[src/rtl/divi_pkg.sv]
// Shared definitions for the divi fixed-latency signed divider: state encoding,
// default operand width and result latency (edges from capture to valid).
package divi_pkg;

    localparam int DIVI_WIDTH = 32;
    localparam int DIVI_LAT   = DIVI_WIDTH + 1;

    typedef enum logic [1:0] {
        IDLE = 2'd0,
        RUN  = 2'd1,
        DONE = 2'd2
    } divi_state_t;

endpackage

[src/rtl/divi_step.sv]
// One combinational restoring-division step on unsigned magnitudes: shift in the
// next dividend bit, trial-subtract the divisor, keep the difference if it is non-negative.
module divi_step
    import divi_pkg::*;
#(
    parameter int WIDTH = DIVI_WIDTH
) (
    input  logic [WIDTH-1:0] rem_cur,
    input  logic             dvd_bit,
    input  logic [WIDTH-1:0] dsr_mag,
    output logic [WIDTH-1:0] rem_next,
    output logic             q_bit
);

    logic [WIDTH:0] shifted;
    logic [WIDTH:0] trial;

    // The partial remainder is always below the divisor magnitude, so the
    // shifted value fits WIDTH+1 bits and the trial's top bit is its sign.
    always_comb begin
        shifted  = {rem_cur, dvd_bit};
        trial    = shifted - {1'b0, dsr_mag};
        q_bit    = ~trial[WIDTH];
        rem_next = q_bit ? trial[WIDTH-1:0] : shifted[WIDTH-1:0];
    end

endmodule

[src/rtl/divi.sv]
// Fixed-latency signed divider: one restoring step per clock, truncating toward zero.
// Define DIVI_ZERO_FAST_EN to finish a zero-divisor request one edge after capture.
module divi
    import divi_pkg::*;
#(
    parameter int WIDTH = DIVI_WIDTH
) (
    input  logic             clock,
    input  logic             reset,
    input  logic [WIDTH-1:0] dvdnd,
    input  logic [WIDTH-1:0] dvsor,
    output logic [WIDTH-1:0] quot,
    output logic [WIDTH-1:0] rem,
    input  logic             start,
    output logic             valid,
    output logic             divz
);

    localparam int CW = (WIDTH > 2) ? $clog2(WIDTH) : 1;

    divi_state_t    state;
    logic [CW-1:0]  cnt;
    logic [WIDTH-1:0] rem_mag;
    logic [WIDTH-1:0] dq;
    logic [WIDTH-1:0] dsr_mag;
    logic           dvd_neg;
    logic           dsr_neg;
    logic           dsr_zero;

    logic           capture;
    logic [WIDTH-1:0] in_dvd_mag;
    logic [WIDTH-1:0] in_dsr_mag;
    logic [WIDTH-1:0] rem_step;
    logic           q_step;
    logic [WIDTH-1:0] quot_fix;
    logic [WIDTH-1:0] rem_fix;

    divi_step #(.WIDTH(WIDTH)) u_step (
        .rem_cur  (rem_mag),
        .dvd_bit  (dq[WIDTH-1]),
        .dsr_mag  (dsr_mag),
        .rem_next (rem_step),
        .q_bit    (q_step)
    );

    // dq starts as the dividend magnitude and fills with quotient bits from the
    // right; with a zero divisor it is frozen so it still holds the dividend at the end.
    always_comb begin
        capture    = start && ((state == IDLE) || ((state == DONE) && valid));
        in_dvd_mag = dvdnd[WIDTH-1] ? -dvdnd : dvdnd;
        in_dsr_mag = dvsor[WIDTH-1] ? -dvsor : dvsor;
        if (dsr_zero) begin
            quot_fix = '1;
            rem_fix  = dvd_neg ? -dq : dq;
        end else begin
            quot_fix = (dvd_neg ^ dsr_neg) ? -dq : dq;
            rem_fix  = dvd_neg ? -rem_mag : rem_mag;
        end
    end

    // NOTE: the datapath registers share the async reset so an abort mid-RUN
    // leaves no stale operands; all state is updated with non-blocking assigns.
    always_ff @(posedge clock or negedge reset) begin
        if (!reset) begin
            state    <= IDLE;
            cnt      <= '0;
            rem_mag  <= '0;
            dq       <= '0;
            dsr_mag  <= '0;
            dvd_neg  <= 1'b0;
            dsr_neg  <= 1'b0;
            dsr_zero <= 1'b0;
            quot     <= '0;
            rem      <= '0;
            valid    <= 1'b0;
            divz     <= 1'b0;
        end else if (capture) begin
            dq       <= in_dvd_mag;
            rem_mag  <= '0;
            dsr_mag  <= in_dsr_mag;
            dvd_neg  <= dvdnd[WIDTH-1];
            dsr_neg  <= dvsor[WIDTH-1];
            dsr_zero <= (dvsor == '0);
            cnt      <= '0;
            valid    <= 1'b0;
`ifdef DIVI_ZERO_FAST_EN
            state    <= (dvsor == '0) ? DONE : RUN;
`else
            state    <= RUN;
`endif
        end else begin
            case (state)
                RUN: begin
                    if (!dsr_zero) begin
                        rem_mag <= rem_step;
                        dq      <= {dq[WIDTH-2:0], q_step};
                    end
                    if (cnt == CW'(WIDTH - 1)) begin
                        cnt   <= '0;
                        state <= DONE;
                    end else begin
                        cnt <= cnt + 1'b1;
                    end
                end
                DONE: begin
                    // First DONE cycle publishes the result; the next one hands back to IDLE.
                    if (!valid) begin
                        quot  <= quot_fix;
                        rem   <= rem_fix;
                        divz  <= dsr_zero;
                        valid <= 1'b1;
                    end else begin
                        state <= IDLE;
                    end
                end
                default: begin
                end
            endcase
        end
    end

endmodule

[config.mk]
export PLATFORM = sky130hd
export DESIGN_NAME = divi
export DESIGN_NICKNAME = d
export VERILOG_FILES = /design/src/rtl/divi_pkg.sv /design/src/rtl/divi_step.sv /design/src/rtl/divi.sv
export SDC_FILE = /design/constraint.sdc
export NUM_CORES = 1
export LEC_CHECK = 0
export CORE_MARGIN = 4
export CORE_UTILIZATION = 60
export CTS_BUF_LIST = sky130_fd_sc_hd__clkbuf_8
export CTS_CLUSTER_DIAMETER = 30
export CTS_CLUSTER_SIZE = 40
export DETAILED_ROUTE_END_ITERATION = 10
export GPL_TIMING_DRIVEN = 0
export PLACE_DENSITY = 0.84
export SLEW_MARGIN = 25
export SYNTH_ARGS = -nofsm -noshare
export SYNTH_HDL_FRONTEND = slang
export SYNTH_SLANG_ARGS = --single-unit
[constraint.sdc]
create_clock -name clock -period 5.4 [get_ports clock]
set_input_delay 0.81 -clock clock [delete_from_list [all_inputs] [get_ports clock]]
set_output_delay 0.81 -clock clock [all_outputs]
set_load 0.005 [all_outputs]
==> out/metrics.cfg, run 1 <==
[run_status]
outcome=completed

[worst_setup_path]
crit_path_start_kind=register
crit_type=reg -> reg
rr_worst_depth=14
timing.critical_path.fanout_max=10
worstReg2RegStart=dq[31]
crit_required_ns=5.77
reg2reg_setup_slack_ns=0.73
endpoint_class_of_the_critical_path=register
regToRegEndpoint=rem_mag[14]
data_arrival_critical_path_ns=5.04

[timing]
timing_max_transition_violations_final=0
worst_slew_pin_slew_ns=0.891
grt_setup_unrepaired=no
setup_violation_total_in_the_final_timing_report=0
worst_clock_skew_ns=0.0224
final.min_clock_period_ns=4.67
final_hold_violation_count=0
achievable-frequency_ghz=0.214
setup_slack_ns=0.732
final_min_period_over_clock_period_pct=86.5
slew-limit-headroom_pct=40.6

[global_route]
grt-ovfl-total=0
global_route_wire_length_before_repair_um=59300
vias_in_the_first_global_route=11100
grt_antenna_before_repair=0
grt_start_max_net_pins=94
total_track_usage_pct=33.6

[cells_and_area]
final_common_cell=nand2_1
finalNetCount=1791
postLayoutCellArea_um2=14300
filler_cell_count=1619
finish.utilization_pct=72.3
multiInputGateArea_um2=7240
mostFrequentLayoutCells=nand2_1, o21ai_0, dfrtp_1, clkdlybuf4s50_1, a21oi_1
antenna_cells=0
seqCellArea_um2=4300
layout-drive-gt1-share_pct=4.07
layout.cells.non_filler=1962
syn_to_final_growth_pct=17.4

[clock_network]
clock_tree.root_cell=clkbuf_8
ctsLongestPathBuffers=2
cts_buffers=17
clk-insertion-delay-late_ns=0.49
cts.sinks=172
cts_repair_resize_count=0
cts_hold_buffers=0
clock_transition_at_path_regs_ns=0.10
cts_tree=yes
post_cts.repair.setup_buffers=0
cts_h_tree_depth=4

[place]
place.gp.congestion=0.932
placed_cells_incl_taps=1931
detailedPlacementHpwl_um=29600
placement.cell_area_um2=13800
io_buffer_count=132
place_ws_ns=0.815

[drt]
vias=11900
postRouteAntennaNets=0
avgRoutedWirePerCell_um=19.1
drt_first_iter_violations=1315
drt_wl_total_um=37500
drt_pass1_iterations=5
post-route-drc-count=0
post_drt_via_cell_ratio=6.07

[floorplan]
starting_density_pct=61.6
floorplan.die_area_um2=22600
row_count=51
dieWidth_um=150
core_area_um2=19700
dieHeight_um=150
floorplan.io_pins=133

[pwr]
power.density_cell_area_nw_per_um2=705
leakage_nw=6.04
ir_drop_uv=406

[run]
maxCapViolations=0

[yosys]
number_of_instances_in_the_synthesized_netlist=1533
synth_top_area_share_pct=35.4
synthFlopType=dfrtp_1
synth_area_per_cell_um2=7.93
synthesis.yosys.warnings=0
mappedNetlistNets=1639
post_synth_main_area_contributors=dfrtp_1, nand2_1, o21ai_0
synthArstFlopShare_pct=100
post_synth_num_cell_types=60
synth_area_um2=12200
synth-edff-count=0
yosysSeqAreaShare_pct=35.4
ys_seq_elements=172
post_synth_top_area_cell=dfrtp_1

[hold_path]
hold_class=in -> async

[registers in the layout, indices dropped and copies added, names as in the netlist]
| signal | cells |
|---|---|
| dq | 32 |
| dsr_mag | 32 |
| quot | 32 |
| rem | 32 |
| rem_mag | 32 |
| cnt | 5 |
| state | 2 |
| divz | 1 |
| dsr_neg | 1 |
| dsr_zero | 1 |
| dvd_neg | 1 |
| valid | 1 |
[per-layer routing]
layer | vias to the layer above | wire (um) | track usage [%] | share of wire, %
li1 | 5654 | - | - | -
met1 | 5619 | 16000 | 48.7 | 43
met2 | 554 | 16700 | 51.2 | 44
met3 | 76 | 3620 | 6.05 | 9.6
met4 | 0 | 1210 | 10.9 | 3.2
met5 | - | 0 | 0 | 0
[cell usage after synthesis, types with 3 or more instances]
master,number
nand2_1,272
o21ai_0,179
dfrtp_1,172
a21oi_1,106
nor2_1,101
xor2_1,95
clkbuf_1,84
xnor2_1,75
inv_1,54
o31ai_1,40
ha_1,38
a31oi_1,31
or3_1,30
nand3_1,23
nor3_1,22
mux2i_1,21
nand2b_1,18
and3_1,16
or2_2,15
o41ai_1,13
a21o_1,12
or4_1,11
nand4_1,10
o211ai_1,8
a32oi_1,7
buf_1,7
nor4_1,7
a211oi_1,6
nor2b_1,6
buf_2,5
a32o_1,3
buf_6,3
mux2_2,3
o21a_1,3
o21bai_1,3
[per-stage QoR]
| step | hold slack (ns) | power, mW | TNS (ns) |
|---|---|---|---|
| global placement | 0.461 | 8.73 | -573.86 |
| floorplan | 0.443 | 6.91 | 0 |
| CTS | 0.314 | 9.90 | 0 |
| finish | 0.299 | 10.1 | 0 |
| detailed placement | 0.464 | 8.89 | 0 |
| global route | 0.340 | 10.8 | 0 |
[critical path, cell delays in order (launching register included)]
cell and delay [ns]:
dfrtp_1 0.35, inv_1 0.13, ha_1 0.25, fa_1 0.39, nand2b_1 0.19, a21oi_1 0.30
nor4_1 0.09, o21ai_0 0.48, a211oi_1 0.30, o31ai_1 0.49, xor2_1 0.24, buf_1 0.53
buf_2 0.41, nand2_1 0.12, a32o_1 0.27
[final cells by class]
class	instances	area share (%)
tap	265	2.32
inverter	54	1.42
multi-input combinational	1207	50.7
buffer	100	2.86
sequential	172	30.2
clock inverter	13	1.25
timing repair buffer	133	9.49
clock buffer	18	1.74
[worst max-delay path by stage]
| stage | startpoint | to | slack [ns] | cells past startpoint |
|---|---|---|---|---|
| 6_report | dq[31] | rem_mag[14] | 0.73 | 14 |
| 5_1_grt | dq[31] | rem_mag[8] | 0.47 | 14 |
| 4_1_cts | dq[31] | rem_mag[14] | 0.80 | 14 |
| 3_5_place_dp | dq[31] | rem_mag[14] | 0.81 | 14 |
| 3_3_place_gp | reset | dsr_mag[24] | -3.36 | 1 |
| 2_1_floorplan | dq[31] | rem_mag[14] | 1.79 | 14 |
[where the power goes]
part	internal (mW)	total (mW)	switching, mW
logic	2.65	6.57	3.92
registers	1.85	2.47	0.615
clock network	0.479	1.02	0.537
[kinds of logic after synthesis]
logic type	synth area share (%)
mux	2.19
buf+inv	5.03
fa+ha+maj	4.08
flops	35.4
compound gates	20.3
simple gates	20.7
xor+xnor	12.3
Power figures use the tool's default switching activity.
==> inputs of run 2 (changes only) <==
- CORE_MARGIN: 4 -> 5
- CORE_UTILIZATION: 60 -> 42
- PLACE_DENSITY: 0.84 -> default
==> out/metrics.cfg, run 2 (synthesis gave the netlist of run 1 again) <==
[drt]
drt_wl_total_um=39200  ; +4.5%
post-route-drc-count=0  ; unchanged
vias=11600  ; -2.9%
postRouteAntennaNets=0  ; unchanged
post_drt_via_cell_ratio=5.55  ; -8.5%
avgRoutedWirePerCell_um=18.8  ; -1.6%
drt_first_iter_violations=912  ; -31%
drt_pass1_iterations=5  ; unchanged

[clock_network]
post_cts.repair.setup_buffers=0  ; unchanged
cts_buffers=17  ; unchanged
ctsLongestPathBuffers=2  ; unchanged
cts_tree=yes
cts_hold_buffers=0  ; unchanged
clock_transition_at_path_regs_ns=0.11  ; about the same
clk-insertion-delay-late_ns=0.49  ; about the same
clock_tree.root_cell=clkbuf_8
cts.sinks=172  ; unchanged
cts_repair_resize_count=0  ; unchanged
cts_h_tree_depth=4  ; unchanged

[worst_setup_path]
cp_top_family=compound AO/OA/AOI/OAI gates
endpoint_class_of_the_critical_path=register
critical_path.most_common_cell=a21oi_1
crit_type=reg -> reg
cpMaxStageDelayCell=buf_1
crit_path_start_kind=register
crit_required_ns=5.74  ; -0.03 ns
timing.critical_path.fanout_max=10  ; unchanged
critical_path.n_buffers_inverters=3  ; unchanged
data_arrival_critical_path_ns=4.89  ; -0.15 ns
timing.critical_path.cells=inv_1 > ha_1 > fa_1 > nand2b_1 > a21oi_1 > nor4_1 > o21ai_0 > a211oi_1 > o31ai_1 > xor2_1 > buf_1 > buf_2 > mux2i_1 > a21oi_1
slowest_delay_ns=0.56  ; +0.03 ns

[global_route]
total_track_usage_pct=23.7  ; -9.9 points
vias_in_the_first_global_route=11200  ; +1.0%
global_route_wire_length_before_repair_um=62300  ; +5.0%
grt_antenna_before_repair=0  ; unchanged
grt_start_max_net_pins=68  ; -28%
grt-ovfl-total=0  ; unchanged

[place]
placement.cell_area_um2=14000  ; +1.3%
io_buffer_count=132  ; unchanged
place.gp.congestion=0.969  ; +3.9%
detailedPlacementHpwl_um=31300  ; +5.7%
place_ws_ns=0.907  ; +0.0921 ns

[timing]
final_min_period_over_clock_period_pct=84.2  ; -2.2 points
worst_clock_skew_ns=0.0209  ; -0.00154 ns
achievable-frequency_ghz=0.220  ; +2.7%
setup_slack_ns=0.852  ; +0.121 ns
setup_violation_total_in_the_final_timing_report=0  ; unchanged
slew-limit-headroom_pct=43.1  ; +2.5 points
totalNegativeSetupSlack_ns=0  ; unchanged
final.hold.worst_slack_ns=0.221  ; -0.0782 ns
grt_setup_unrepaired=no
worst_slew_pin_slew_ns=0.854  ; -0.0378 ns
final.min_clock_period_ns=4.55  ; -0.121 ns
timing_max_transition_violations_final=0  ; unchanged
final_hold_violation_count=0  ; unchanged

[cells_and_area]
finalNetCount=1792  ; +0.056%
syn_to_final_growth_pct=18.4
postLayoutCellArea_um2=14400  ; +0.91%
mostFrequentLayoutCells=nand2_1, o21ai_0, dfrtp_1, clkdlybuf4s50_1, a21oi_1
final_common_cell=nand2_1
layout-drive-gt1-share_pct=4.12  ; +0.054 points
antenna_cells=0  ; unchanged
finish.utilization_pct=50.3  ; -22 points

[run]
maxCapViolations=0  ; unchanged

[floorplan]
dieWidth_um=180  ; +20%
floorplan.io_pins=133  ; unchanged
dieHeight_um=180  ; +20%
core_area_um2=28600  ; +45%
starting_density_pct=42.4  ; -19 points
row_count=62  ; +22%
floorplan.die_area_um2=32400  ; +44%

[pwr]
power_switching_share_pct=50.7  ; +0.19 points
power_switching_mw=5.02  ; -1.1%
power_frac_clock_pct=9.5  ; -0.6 points
comb_power_share_pct=65.7  ; +0.3 points
ir_drop_uv=243  ; -40%
power.internal_mw=4.89  ; -1.8%
leakage_nw=6.05  ; about the same
power.density_cell_area_nw_per_um2=689  ; -2.3%
seq_power_share_pct=24.8  ; +0.3 points

[run_status]
outcome=completed

[hold_path]
hold_class=in -> async

## run 2: changes by cell type in the layout (fill, tap and decap cells not counted)
cell        previous run  this run
buf_16                 1         2
clkinvlp_4             2         0
inv_8                  1         0
inv_1                 54        55
bufinv_16              3         1
clkinv_4               2         3
inv_6                  5         7
clkinv_2               0         2
## run 2: worst reg2reg max path, cell delays in order, from the launching register on
cell,delay (ns)
dfrtp_1,0.37
inv_1,0.13
ha_1,0.25
fa_1,0.41
nand2b_1,0.18
a21oi_1,0.31
nor4_1,0.10
o21ai_0,0.45
a211oi_1,0.24
o31ai_1,0.44
xor2_1,0.22
buf_1,0.56
buf_2,0.43
mux2i_1,0.25
a21oi_1,0.09
## run 2: layout make-up
| class | instances | area (um^2) |
|---|---|---|
| Buffer | 100 | 408 |
| Clock inverter | 14 | 131 |
| Fill cell | 2811 | 14200 |
| Clock buffer | 18 | 248 |
| Sequential cell | 172 | 4300 |
| Multi-Input combinational cell | 1207 | 7240 |
| Tap cell | 384 | 480 |
| Timing Repair Buffer | 134 | 1380 |
| Inverter | 54 | 203 |
## run 2: final timing paths
kind	start	endpoint	slack, ns	cells after the start
worst max-delay path	dq[31]	rem_mag[10]	0.85	14
worst min-delay path	reset	quot[15]	0.22	1
worst max register to register	dq[31]	rem_mag[10]	0.85	14
worst min register to register	rem[30]	rem[30]	0.48	2
max in group asynchronous	reset	dsr_mag[17]	4.20	3
min in group clock	rem[30]	rem[30]	0.48	2
## run 2: power by group through the flow
stage	sequential (mW)	clock [mW]	combinational [mW]
after floorplan	2.25	0	4.65
final	2.46	0.937	6.51
after global routing	2.53	1.00	7.24
after CTS	2.44	0.944	6.47
after detailed placement	2.47	0	6.43
after global placement	2.45	0	6.35
## run 2: stage by stage
stage	instances	power, mW
floorplan	1533	6.91
global placement	2049	8.80
detailed placement	2051	8.90
CTS	2083	9.85
global route	2083	10.8
finish	2083	9.91
## run 2: metal layers
layer | vias up | global-route usage (%) | routed length (um) | share of wire, %
li1 | 5649 | - | - | -
met1 | 5512 | 33.3 | 18000 | 46
met2 | 336 | 38.2 | 17900 | 46
met3 | 60 | 3.33 | 2190 | 5.6
met4 | 0 | 7.50 | 1100 | 2.8
met5 | - | 0 | 0 | 0
==> inputs of run 3 (changes only) <==
- clock period: 5.4 -> 3.85 ns (I/O delays scaled with it)
==> out/metrics.cfg, run 3 (synthesis gave the netlist of run 1 again) <==
[worst_setup_path]
worstReg2RegStart=dq[9]
crit_path_start_kind=register
cpMaxStageDelayCell=or4_4
cp_top_family=simple AND/OR/NAND/NOR gates
timing.critical_path.cells=clkbuf_1 > or4_4 > or4_4 > buf_6 > or3_4 > or3_4 > or4b_4 > nand2_2 > xor2_1 > mux2_2 > o21ai_2
data_arrival_critical_path_ns=4.13  ; -0.76 ns
endpoint_class_of_the_critical_path=register
slowest_delay_ns=0.53  ; -0.03 ns
rr_worst_depth=11  ; -3
crit_required_ns=4.21  ; -1.53 ns
regToRegEndpoint=rem[28]
reg2reg_setup_slack_ns=0.08  ; -0.77 ns
timing.critical_path.fanout_max=9  ; -1
crit_type=reg -> reg
critical_path.n_buffers_inverters=2  ; -1

[place]
io_buffer_count=132  ; unchanged
place.gp.congestion=0.969  ; unchanged
detailedPlacementHpwl_um=31300  ; unchanged
placement.cell_area_um2=14000  ; unchanged

[timing]
worst_clock_skew_ns=0.0203  ; -0.000587 ns
final.hold.worst_slack_ns=-0.0176  ; -0.238 ns
final_min_period_over_clock_period_pct=97.9  ; +14 points
worst_slew_pin_slew_ns=0.850  ; -0.00385 ns
grt_setup_unrepaired=no
achievable-frequency_ghz=0.265  ; +21%
final.min_clock_period_ns=3.77  ; -0.777 ns
final_hold_violation_count=8  ; +8
slew-limit-headroom_pct=43.3  ; +0.26 points
setup_violation_total_in_the_final_timing_report=0  ; unchanged
timing_max_transition_violations_final=0  ; unchanged

[clock_network]
cts_h_tree_depth=4  ; unchanged
cts_buffers=17  ; unchanged
cts_tree=yes
clock_tree.root_cell=clkbuf_8
cts.sinks=172  ; unchanged
clk-insertion-delay-late_ns=0.48  ; about the same
clock_transition_at_path_regs_ns=0.11  ; about the same
ctsLongestPathBuffers=2  ; unchanged

[floorplan]
row_count=62  ; unchanged
dieWidth_um=180  ; unchanged
floorplan.die_area_um2=32400  ; unchanged
dieHeight_um=180  ; unchanged
starting_density_pct=42.4  ; unchanged
core_area_um2=28600  ; unchanged
floorplan.io_pins=133  ; unchanged

[cells_and_area]
antenna_cells=0  ; unchanged
postLayoutCellArea_um2=14500  ; +0.55%
finish.utilization_pct=50.6  ; +0.28 points
mostFrequentLayoutCells=nand2_1, o21ai_0, dfrtp_1, clkdlybuf4s50_1, a21oi_1
syn_to_final_growth_pct=19.1
finalNetCount=1795  ; +0.17%
multiInputGateArea_um2=7280  ; +0.62%
final_common_cell=nand2_1
filler_cell_count=2800  ; -0.39%
seqCellArea_um2=4310  ; about the same
layout-drive-gt1-share_pct=5.17  ; +1.1 points

[global_route]
total_track_usage_pct=23.8  ; +0.077 points
grt-ovfl-total=0  ; unchanged
grt_antenna_before_repair=0  ; unchanged
grtUsageMet1_pct=33.4  ; +0.077 points
gr-max-usage-layer=met2
global_route_wire_length_before_repair_um=62400  ; +0.20%
grt_start_max_net_pins=68  ; unchanged
grt_util_met2_pct=38.2  ; unchanged
global_route.usage.met3_pct=3.37  ; +0.040 points
vias_in_the_first_global_route=11200  ; +0.28%

[drt]
postRouteAntennaNets=0  ; unchanged
avgRoutedWirePerCell_um=18.9  ; +0.17%
drt_first_iter_violations=962  ; +5.5%
post-route-drc-count=0  ; unchanged
vias=11600  ; +0.10%
post_drt_via_cell_ratio=5.55  ; about the same
drt_pass1_iterations=5  ; unchanged
drt_wl_total_um=39300  ; +0.32%

[pwr]
leakage_nw=6.08  ; +0.56%
ir_drop_uv=360  ; +48%
power.density_cell_area_nw_per_um2=972  ; +41%
finalPower_mw=14.1  ; +42%

[run_status]
outcome=complete, but fails checks
violations_in_the_final_reports=negative hold slack

[run]
maxCapViolations=0  ; unchanged

[hold_path]
hold_class=in -> async

-- run 3: per-layer routing --
metal	wire length, um	vias up
met1	18200	5501
met4	1170	0
met5	0	-
li1	-	5648
met2	17800	355
met3	2190	65
-- run 3: worst max-delay path by stage --
stage / to / start / cells past startpoint / slack, ns
detailed placement: rem_mag[10] / dq[31] / 14 / -0.64
global placement: dsr_mag[26] / reset / 1 / -4.99
finish: rem[28] / dq[9] / 11 / 0.08
CTS: rem[28] / dq[1] / 12 / 0.004
floorplan: rem_mag[14] / dq[31] / 14 / 0.24
global route: rem[28] / dq[1] / 12 / 0.001
-- run 3: area by class of cell --
cell class                      count  area share, %
Clock inverter                     14          0.908
Sequential cell                   172           29.8
Timing Repair Buffer              137           9.70
Tap cell                          384           3.32
Multi-Input combinational cell   1207           50.3
Buffer                            100           2.88
Inverter                           54           1.40
Clock buffer                       18           1.71
-- run 3: where the power goes --
| part | leakage (nW) | switching (mW) | internal [mW] | total (mW) |
|---|---|---|---|---|
| sequential | 2.18 | 0.841 | 2.60 | 3.44 |
| combinational | 3.69 | 5.49 | 3.82 | 9.31 |
| clock | 0.201 | 0.772 | 0.543 | 1.31 |
-- run 3: through the flow --
stage	cells	setup slack, ns	setup TNS (ns)
floorplan	1533	0.243	0
global placement	2049	-4.99	-862.69
detailed placement	2051	-0.643	-10.76
CTS	2084	0.00371	0
global route	2086	0.00143	0
finish	2086	0.0792	0
-- run 3: timing repair --
item                                    in CTS  in global routing
hold endpoints to repair                     0                  0
hold buffers                                 0                  0
cloned                                       0                  0
gates resized for setup                     11                  9
endpoints found under the setup margin      34                 21
buffers inserted                             1                  2
pin swaps                                    1                  1
